[src/rtl/starfield_pkg.sv]
// Shared constants, types and helpers for the parallax starfield: LFSR taps,
// layer colours, sweep FSM encoding and the reset-position functions.
package starfield_pkg;

  localparam logic [15:0] LFSR_SEED_DEFAULT = 16'hACE1;
  // Feedback from bits 16,14,13,11 (1-based), i.e. indices 15,13,12,10.
  localparam logic [15:0] LFSR_TAPS = 16'hB400;

  localparam logic [2:0] COL_FAR  = 3'b001;
  localparam logic [2:0] COL_MID  = 3'b011;
  localparam logic [2:0] COL_NEAR = 3'b111;

  typedef enum logic {
    IDLE   = 1'b0,
    UPDATE = 1'b1
  } state_t;

  function automatic logic [9:0] init_x(input int i, input int count, input int h_res);
    return 10'(i * (h_res / count) + 8);
  endfunction

  function automatic logic [9:0] init_y(input int i, input int v_res);
    return 10'((i * 73) % v_res);
  endfunction

  // The nearest layer is always white, so a single-layer field is white too.
  function automatic logic [2:0] layer_colour(input int l, input int layers);
    if (l == layers - 1) return COL_NEAR;
    else if (l == 0)     return COL_FAR;
    else                 return COL_MID;
  endfunction

endpackage

[src/rtl/starfield_engine_if.sv]
// Pixel query, frame control and status signals between the VGA pipeline and
// the starfield engine.
interface starfield_engine_if;
  logic [9:0] x;
  logic [9:0] y;
  logic       frame_tick;
  logic       pause;
  logic [2:0] star_rgb;
  logic       star_on;
  logic       busy;

  modport master (
    output x, y, frame_tick, pause,
    input  star_rgb, star_on, busy
  );

  modport slave (
    input  x, y, frame_tick, pause,
    output star_rgb, star_on, busy
  );
endinterface

[src/rtl/starfield_lfsr16.sv]
// Free-running 16-bit Fibonacci LFSR; keeps stepping regardless of pause so
// respawn positions stay unpredictable.
module starfield_lfsr16
  import starfield_pkg::*;
#(
  parameter logic [15:0] SEED = LFSR_SEED_DEFAULT
) (
  input  logic        clk25,
  input  logic        reset,
  output logic [15:0] lfsr
);

  always_ff @(posedge clk25 or posedge reset) begin
    if (reset) lfsr <= SEED;
    else       lfsr <= {lfsr[14:0], ^(lfsr & LFSR_TAPS)};
  end

endmodule

[src/rtl/starfield_engine.sv]
// Multi-layer parallax starfield: positions are swept one star per cycle after
// each frame tick, and every pixel is hit-tested against all stars in parallel.
module starfield_engine
  import starfield_pkg::*;
#(
  parameter int          STAR_COUNT = 32,
  parameter int          LAYERS     = 3,
  parameter int          H_RES      = 640,
  parameter int          V_RES      = 480,
  parameter logic [15:0] LFSR_SEED  = LFSR_SEED_DEFAULT
) (
  input logic               clk25,
  input logic               reset,
  starfield_engine_if.slave bus
);

  localparam int               IDX_W    = $clog2(STAR_COUNT);
  localparam logic [IDX_W-1:0] IDX_LAST = IDX_W'(STAR_COUNT - 1);
  localparam logic [10:0]      H_RES_W  = 11'(H_RES);
  localparam logic [10:0]      V_RES_W  = 11'(V_RES);

  state_t           state;
  state_t           state_next;
  logic [IDX_W-1:0] idx;
  logic [9:0]       star_x [STAR_COUNT];
  logic [9:0]       star_y [STAR_COUNT];
  logic [15:0]      lfsr;
  logic             lfsr_unused;
  logic [10:0]      speed;
  logic [10:0]      ny;
  logic [10:0]      r_ext;
  logic [9:0]       respawn_x;
  logic             hit_any;
  logic [2:0]       hit_rgb;
  logic             star_on_q;
  logic [2:0]       star_rgb_q;

  starfield_lfsr16 #(.SEED(LFSR_SEED)) u_lfsr (
    .clk25 (clk25),
    .reset (reset),
    .lfsr  (lfsr)
  );

  assign lfsr_unused = ^lfsr[15:10];

  // With 2*H_RES >= 1024 a single subtraction folds any 10-bit value on screen.
  always_comb begin
    speed     = 11'((int'(idx) % LAYERS) + 1);
    ny        = {1'b0, star_y[idx]} + speed;
    r_ext     = {1'b0, lfsr[9:0]};
    respawn_x = (r_ext < H_RES_W) ? r_ext[9:0] : 10'(r_ext - H_RES_W);
  end

  always_comb begin
    state_next = state;
    case (state)
      IDLE:    if (bus.frame_tick && !bus.pause) state_next = UPDATE;
      UPDATE:  if (idx == IDX_LAST) state_next = IDLE;
      default: state_next = IDLE;
    endcase
  end

  always_ff @(posedge clk25 or posedge reset) begin
    if (reset) begin
      state <= IDLE;
      idx   <= '0;
      for (int i = 0; i < STAR_COUNT; i++) begin
        star_x[i] <= init_x(i, STAR_COUNT, H_RES);
        star_y[i] <= init_y(i, V_RES);
      end
    end else begin
      state <= state_next;
      if (state == UPDATE) begin
        idx <= (idx == IDX_LAST) ? '0 : idx + 1'b1;
        if (ny >= V_RES_W) begin
          star_y[idx] <= 10'(ny - V_RES_W);
          star_x[idx] <= respawn_x;
        end else begin
          star_y[idx] <= ny[9:0];
        end
      end else begin
        idx <= '0;
      end
    end
  end

  // Layers are scanned near-last so the nearest overlapping star sets the colour.
  always_comb begin
    hit_any = 1'b0;
    hit_rgb = 3'b000;
    for (int l = 0; l < LAYERS; l++) begin
      for (int i = l; i < STAR_COUNT; i += LAYERS) begin
        if (star_x[i] == bus.x && star_y[i] == bus.y) begin
          hit_any = 1'b1;
          hit_rgb = layer_colour(l, LAYERS);
        end
      end
    end
  end

  always_ff @(posedge clk25 or posedge reset) begin
    if (reset) begin
      star_on_q  <= 1'b0;
      star_rgb_q <= 3'b000;
    end else begin
      star_on_q  <= hit_any;
      star_rgb_q <= hit_rgb;
    end
  end

  assign bus.star_on  = star_on_q;
  assign bus.star_rgb = star_rgb_q;
  assign bus.busy     = (state == UPDATE);

endmodule
[src/flat_wrapper.sv]
// flat-port wrapper written by rule: the top's interface ports become plain ports
module starfield_engine_flat import starfield_pkg::*;
#(
  parameter int          STAR_COUNT = 32,
  parameter int          LAYERS     = 3,
  parameter int          H_RES      = 640,
  parameter int          V_RES      = 480,
  parameter logic [15:0] LFSR_SEED  = LFSR_SEED_DEFAULT
)
  (clk25, reset, bus_x, bus_y, bus_frame_tick, bus_pause, bus_star_rgb, bus_star_on, bus_busy);
  starfield_engine_if bus_i ();
  input logic clk25;
  input logic reset;
  input wire logic [$bits(bus_i.x)-1:0] bus_x;
  input wire logic [$bits(bus_i.y)-1:0] bus_y;
  input wire logic [$bits(bus_i.frame_tick)-1:0] bus_frame_tick;
  input wire logic [$bits(bus_i.pause)-1:0] bus_pause;
  output wire logic [$bits(bus_i.star_rgb)-1:0] bus_star_rgb;
  output wire logic [$bits(bus_i.star_on)-1:0] bus_star_on;
  output wire logic [$bits(bus_i.busy)-1:0] bus_busy;
  assign bus_i.x = bus_x;
  assign bus_i.y = bus_y;
  assign bus_i.frame_tick = bus_frame_tick;
  assign bus_i.pause = bus_pause;
  assign bus_star_rgb = bus_i.star_rgb;
  assign bus_star_on = bus_i.star_on;
  assign bus_busy = bus_i.busy;
  starfield_engine #(.STAR_COUNT(STAR_COUNT), .LAYERS(LAYERS), .H_RES(H_RES), .V_RES(V_RES), .LFSR_SEED(LFSR_SEED)) u_core (.clk25(clk25), .reset(reset), .bus(bus_i));
endmodule
[config.mk]
export PLATFORM = sky130hd
export DESIGN_NAME = starfield_engine_flat
export DESIGN_NICKNAME = d
export VERILOG_FILES = /design/src/rtl/starfield_pkg.sv /design/src/rtl/starfield_engine_if.sv /design/src/rtl/starfield_lfsr16.sv /design/src/rtl/starfield_engine.sv /design/src/flat_wrapper.sv
export SDC_FILE = /design/constraint.sdc
export NUM_CORES = 2
export LEC_CHECK = 0
export CORE_ASPECT_RATIO = 1.25
export CORE_MARGIN = 4
export CORE_UTILIZATION = 45
export CTS_CLUSTER_SIZE = 12
export DETAILED_ROUTE_END_ITERATION = 7
export SETUP_SLACK_MARGIN = 0.05
export SLEW_MARGIN = 15
export SYNTH_ARGS = -nofsm -noshare
export SYNTH_HDL_FRONTEND = slang
export SYNTH_SLANG_ARGS = --single-unit
[constraint.sdc]
create_clock -name clk25 -period 25.5 [get_ports clk25]
set_input_delay 5.1 -clock clk25 [delete_from_list [all_inputs] [get_ports clk25]]
set_output_delay 5.1 -clock clk25 [all_outputs]
set_load 0.005 [all_outputs]
==> metrics.md <==
| Metric | Value |
|---|---|
| Slew Limit Fails | 0 |
| Share of cells above drive strength 1 | 30.9% |
| Slowest cell on crit path | xor2_4 |
| CP delay by family, top | compound AO/OA/AOI/OAI gates |
| Post-synthesis cell count | 3126 |
| Cell variety after synth | 72 |
| CTS root buf | clkbuf_16 |
| Cell Area, Synth | 37500 µm² |
| Detailed Route WL | 127000 µm |
| Wirelength per Cell | 30.3 µm |
| Final hold viol count | 0 |
| CTS sink count | 665 |
| Non-Filler Instances | 4209 |
| Crit path cell chain | buf_4, nand2b_1, a21oi_1, a21o_1, ha_1, and3b_1, nand2_1, xnor2_1, ha_1, a221oi_1, o211ai_1, xnor2_1, ha_1, fa_1, and2b_1, o22ai_2, xor2_4, and3_1, a31oi_2, o211ai_4, buf_4, nand2_1, mux2_2 |
| Design Area, Final | 40900 µm² |
| Worst EP arrival | 9.18 ns |
| Core Area | 82800 µm² |
| Worst rel slew slack | 21.2% |
| Worst min path class | reg2reg |
| Critical path required time | 26.01 ns |
| Sequential share of the synthesized area | 45.2% |
| Gp weighted congestion | 0.911 |
| Area growth, synth to finish | 8.98% |
| DRT antenna net count | 0 |
| DR iter-0 viols | 2130 |
| Worst Max-Slew Pin Slew | 1.18 ns |
| CP Launch Type | flop |
| Worst setup EP type | flop |
| Area after DPL | 38600 µm² |
| Clk buf depth | 3 |
| CTS clk-pin slew, worst paths | 0.06 ns |
| Input/output buffers | 28 |
| Initial antenna violation count | 4 |
| Drt first pass iters | 5 |
| Tmin final | 8.67 ns |
| Htree depth | 3 |
| Yosys warning total | 0 |
| Post-DP HPWL | 83300 µm |
| Initial core utilization | 45.3% |
| DP Cell Count | 4074 |
| RSZ-0062 raised after global routing | no |
| Clock buffer count from CTS | 72 |
| Average cell area after synthesis | 12.0 µm² |
| Vias in the first global route | 26100 |
| PwrDens | 138 nW/µm² |
| Period utilization | 34.0% |
| Number of synthesized flops with an enable pin | 0 |
| # Post-CTS Setup Buffers | 0 |
| Leak | 17.8 nW |
| Fin Setup TNS | 0 ns |
| Max-cap violations | 0 |
| FF+latch count, synth | 665 |
| WP buf/inv | 2 |
| Clk_lat worst skew | 0.63 ns |
| # resized after CTS | 0 |
| # IOs | 29 |
| Syn_nets | 3172 |
| FMAX | 0.115 GHz |
| Gr usage total | 29.0% |
| First-pass GRT wire length | 187000 µm |
| Fill count | 7206 |
| Vias per inst | 5.94 |
| Die X | 266 µm |
| Worst vdd ir | 0.000376 V |
| DRC viols | 0 |
| Synth Flop Type | dfrtp_1 |
| Final nets | 3114 |
| Total power | 0.00567 W |
| Clock Skew | 0.0154 ns |
| Die ar. | 88200 µm² |
| Crit Path Max Fanout | 33 |
| Largest net degree at the start of global routing | 104 |
| Chip height | 331 µm |
| Most Frequent Cell on Critical Path | ha_1 |
| Status | finished, final reports clean |
| TritonCTS clock tree | yes |
| Row count | 118 |
| Total grt overflow | 0 |
| Max incr delay on CP | 0.93 ns |
| Routed vias | 25000 |
| Async S/R FF share, synth | 100% |
| Setup CP Type | reg2reg |
| Setup Viol. Count Final | 0 |
| Post-CTS Hold Buffers | 0 |
[layout make-up]
| class | instances | area [µm²] | share of cell area (%) |
|---|---|---|---|
| Antenna cell | 1 | 2.50 | 0.00611 |
| Clock buffer | 126 | 2240 | 5.48 |
| Clock inverter | 8 | 126 | 0.309 |
| Inverter | 14 | 60.1 | 0.147 |
| Multi-Input combinational cell | 2228 | 19500 | 47.7 |
| Sequential cell | 665 | 17000 | 41.5 |
| Tap cell | 1080 | 1350 | 3.30 |
| Timing Repair Buffer | 87 | 623 | 1.52 |
[routing by layer]
metal  GRT usage, %  wire [µm]
met1           35.6      49900
met2           48.6      61800
met3           5.27       7620
met4           15.6       8030
met5              0         31
[worst register-to-register path, cell delays in order, from the launching register on]
cell and delay [ns]:
dfrtp_2 0.69, buf_4 0.46, nand2b_1 0.20, a21oi_1 0.12
a21o_1 0.21, ha_1 0.27, and3b_1 0.31, nand2_1 0.12
xnor2_1 0.20, ha_1 0.23, a221oi_1 0.37, o211ai_1 0.30
xnor2_1 0.20, ha_1 0.24, fa_1 0.48, and2b_1 0.28
o22ai_2 0.12, xor2_4 0.93, and3_1 0.36, a31oi_2 0.17
o211ai_4 0.62, buf_4 0.73, nand2_1 0.56, mux2_2 0.40
[kinds of logic (layout without fill, tap and decap cells)]
| family | Yosys count | count (layout) | synth area share [%] |
|---|---|---|---|
| AO/OA/AOI/OAI | 361 | 361 | 5.35 |
| XOR/XNOR | 658 | 658 | 15.4 |
| adder cells (fa/ha/maj) | 22 | 22 | 0.753 |
| buffers and inverters | 233 | 235 | 3.06 |
| flip-flops | 665 | 665 | 45.2 |
| multiplexers | 466 | 466 | 19.9 |
| other | 0 | 1 | 0 |
| AND/OR/NAND/NOR | 721 | 721 | 10.4 |
[layout by cell type, fill, tap and decap left out, types with 85 or more instances in the layout]
master	count
nand2_1	296
xor2_1	324
dfrtp_1	397
dfstp_2	259
xnor2_1	328
nor2_1	90
o21ai_0	250
nand4_1	85
mux2_4	300
mux4_2	98
[synth_stat cells (all sizes together) (4+ instances only)]
cell	count	share of area [%]
a21o	5	0.10
a21oi	55	0.73
a31oi	10	0.20
and2	7	0.12
and3	7	0.12
buf	107	1.8
clkbuf	112	1.1
dfrtp	406	27
dfstp	259	18
ha	21	0.70
inv	14	0.14
mux2	360	14
mux2i	8	0.21
mux4	98	5.9
nand2	328	4.6
nand2b	9	0.15
nand3	50	0.67
nand4	85	1.4
nor2	90	0.90
nor2b	6	0.10
nor3	40	0.61
nor4	80	1.3
o21ai	255	3.4
o31ai	4	0.080
or2	6	0.10
xnor2	332	7.8
xor2	326	7.6
[stage by stage]
stage / util (%) / setup slack (ns) / hold slack, ns
after global placement: 46.5 / 16.86 / 0.341
final: 49.4 / 16.83 / 0.365
after global routing: 49.4 / 16.35 / 0.376
after floorplan: - / 2.19 / 0.333
after CTS: 49.4 / 16.87 / 0.367
after detailed placement: 46.5 / 16.82 / 0.350
[path summary, 6_finish.rpt]
check | startpoint | endpoint | slack [ns] | depth (start not counted)
max reg2reg | u_core.idx[2] | u_core.star_x[1] | 16.83 | 23
min reg2reg | u_core.u_lfsr.lfsr[6] | u_core.u_lfsr.lfsr[7] | 0.37 | 0
max in group asynchronous | reset | u_core.idx[0] | 18.04 | 4
min | u_core.u_lfsr.lfsr[6] | u_core.u_lfsr.lfsr[7] | 0.37 | 0
max | u_core.idx[2] | u_core.star_x[1] | 16.83 | 23
min in group asynchronous | reset | u_core.star_x[132] | 5.00 | 2
[where the power goes]
group          switching, W  internal, W  total, W
Clock              0.000443     0.000626   0.00107
Combinational       0.00256     0.000752   0.00332
Sequential         0.000108      0.00117   0.00128
Note: power is estimated with default switching activity, not from simulation.
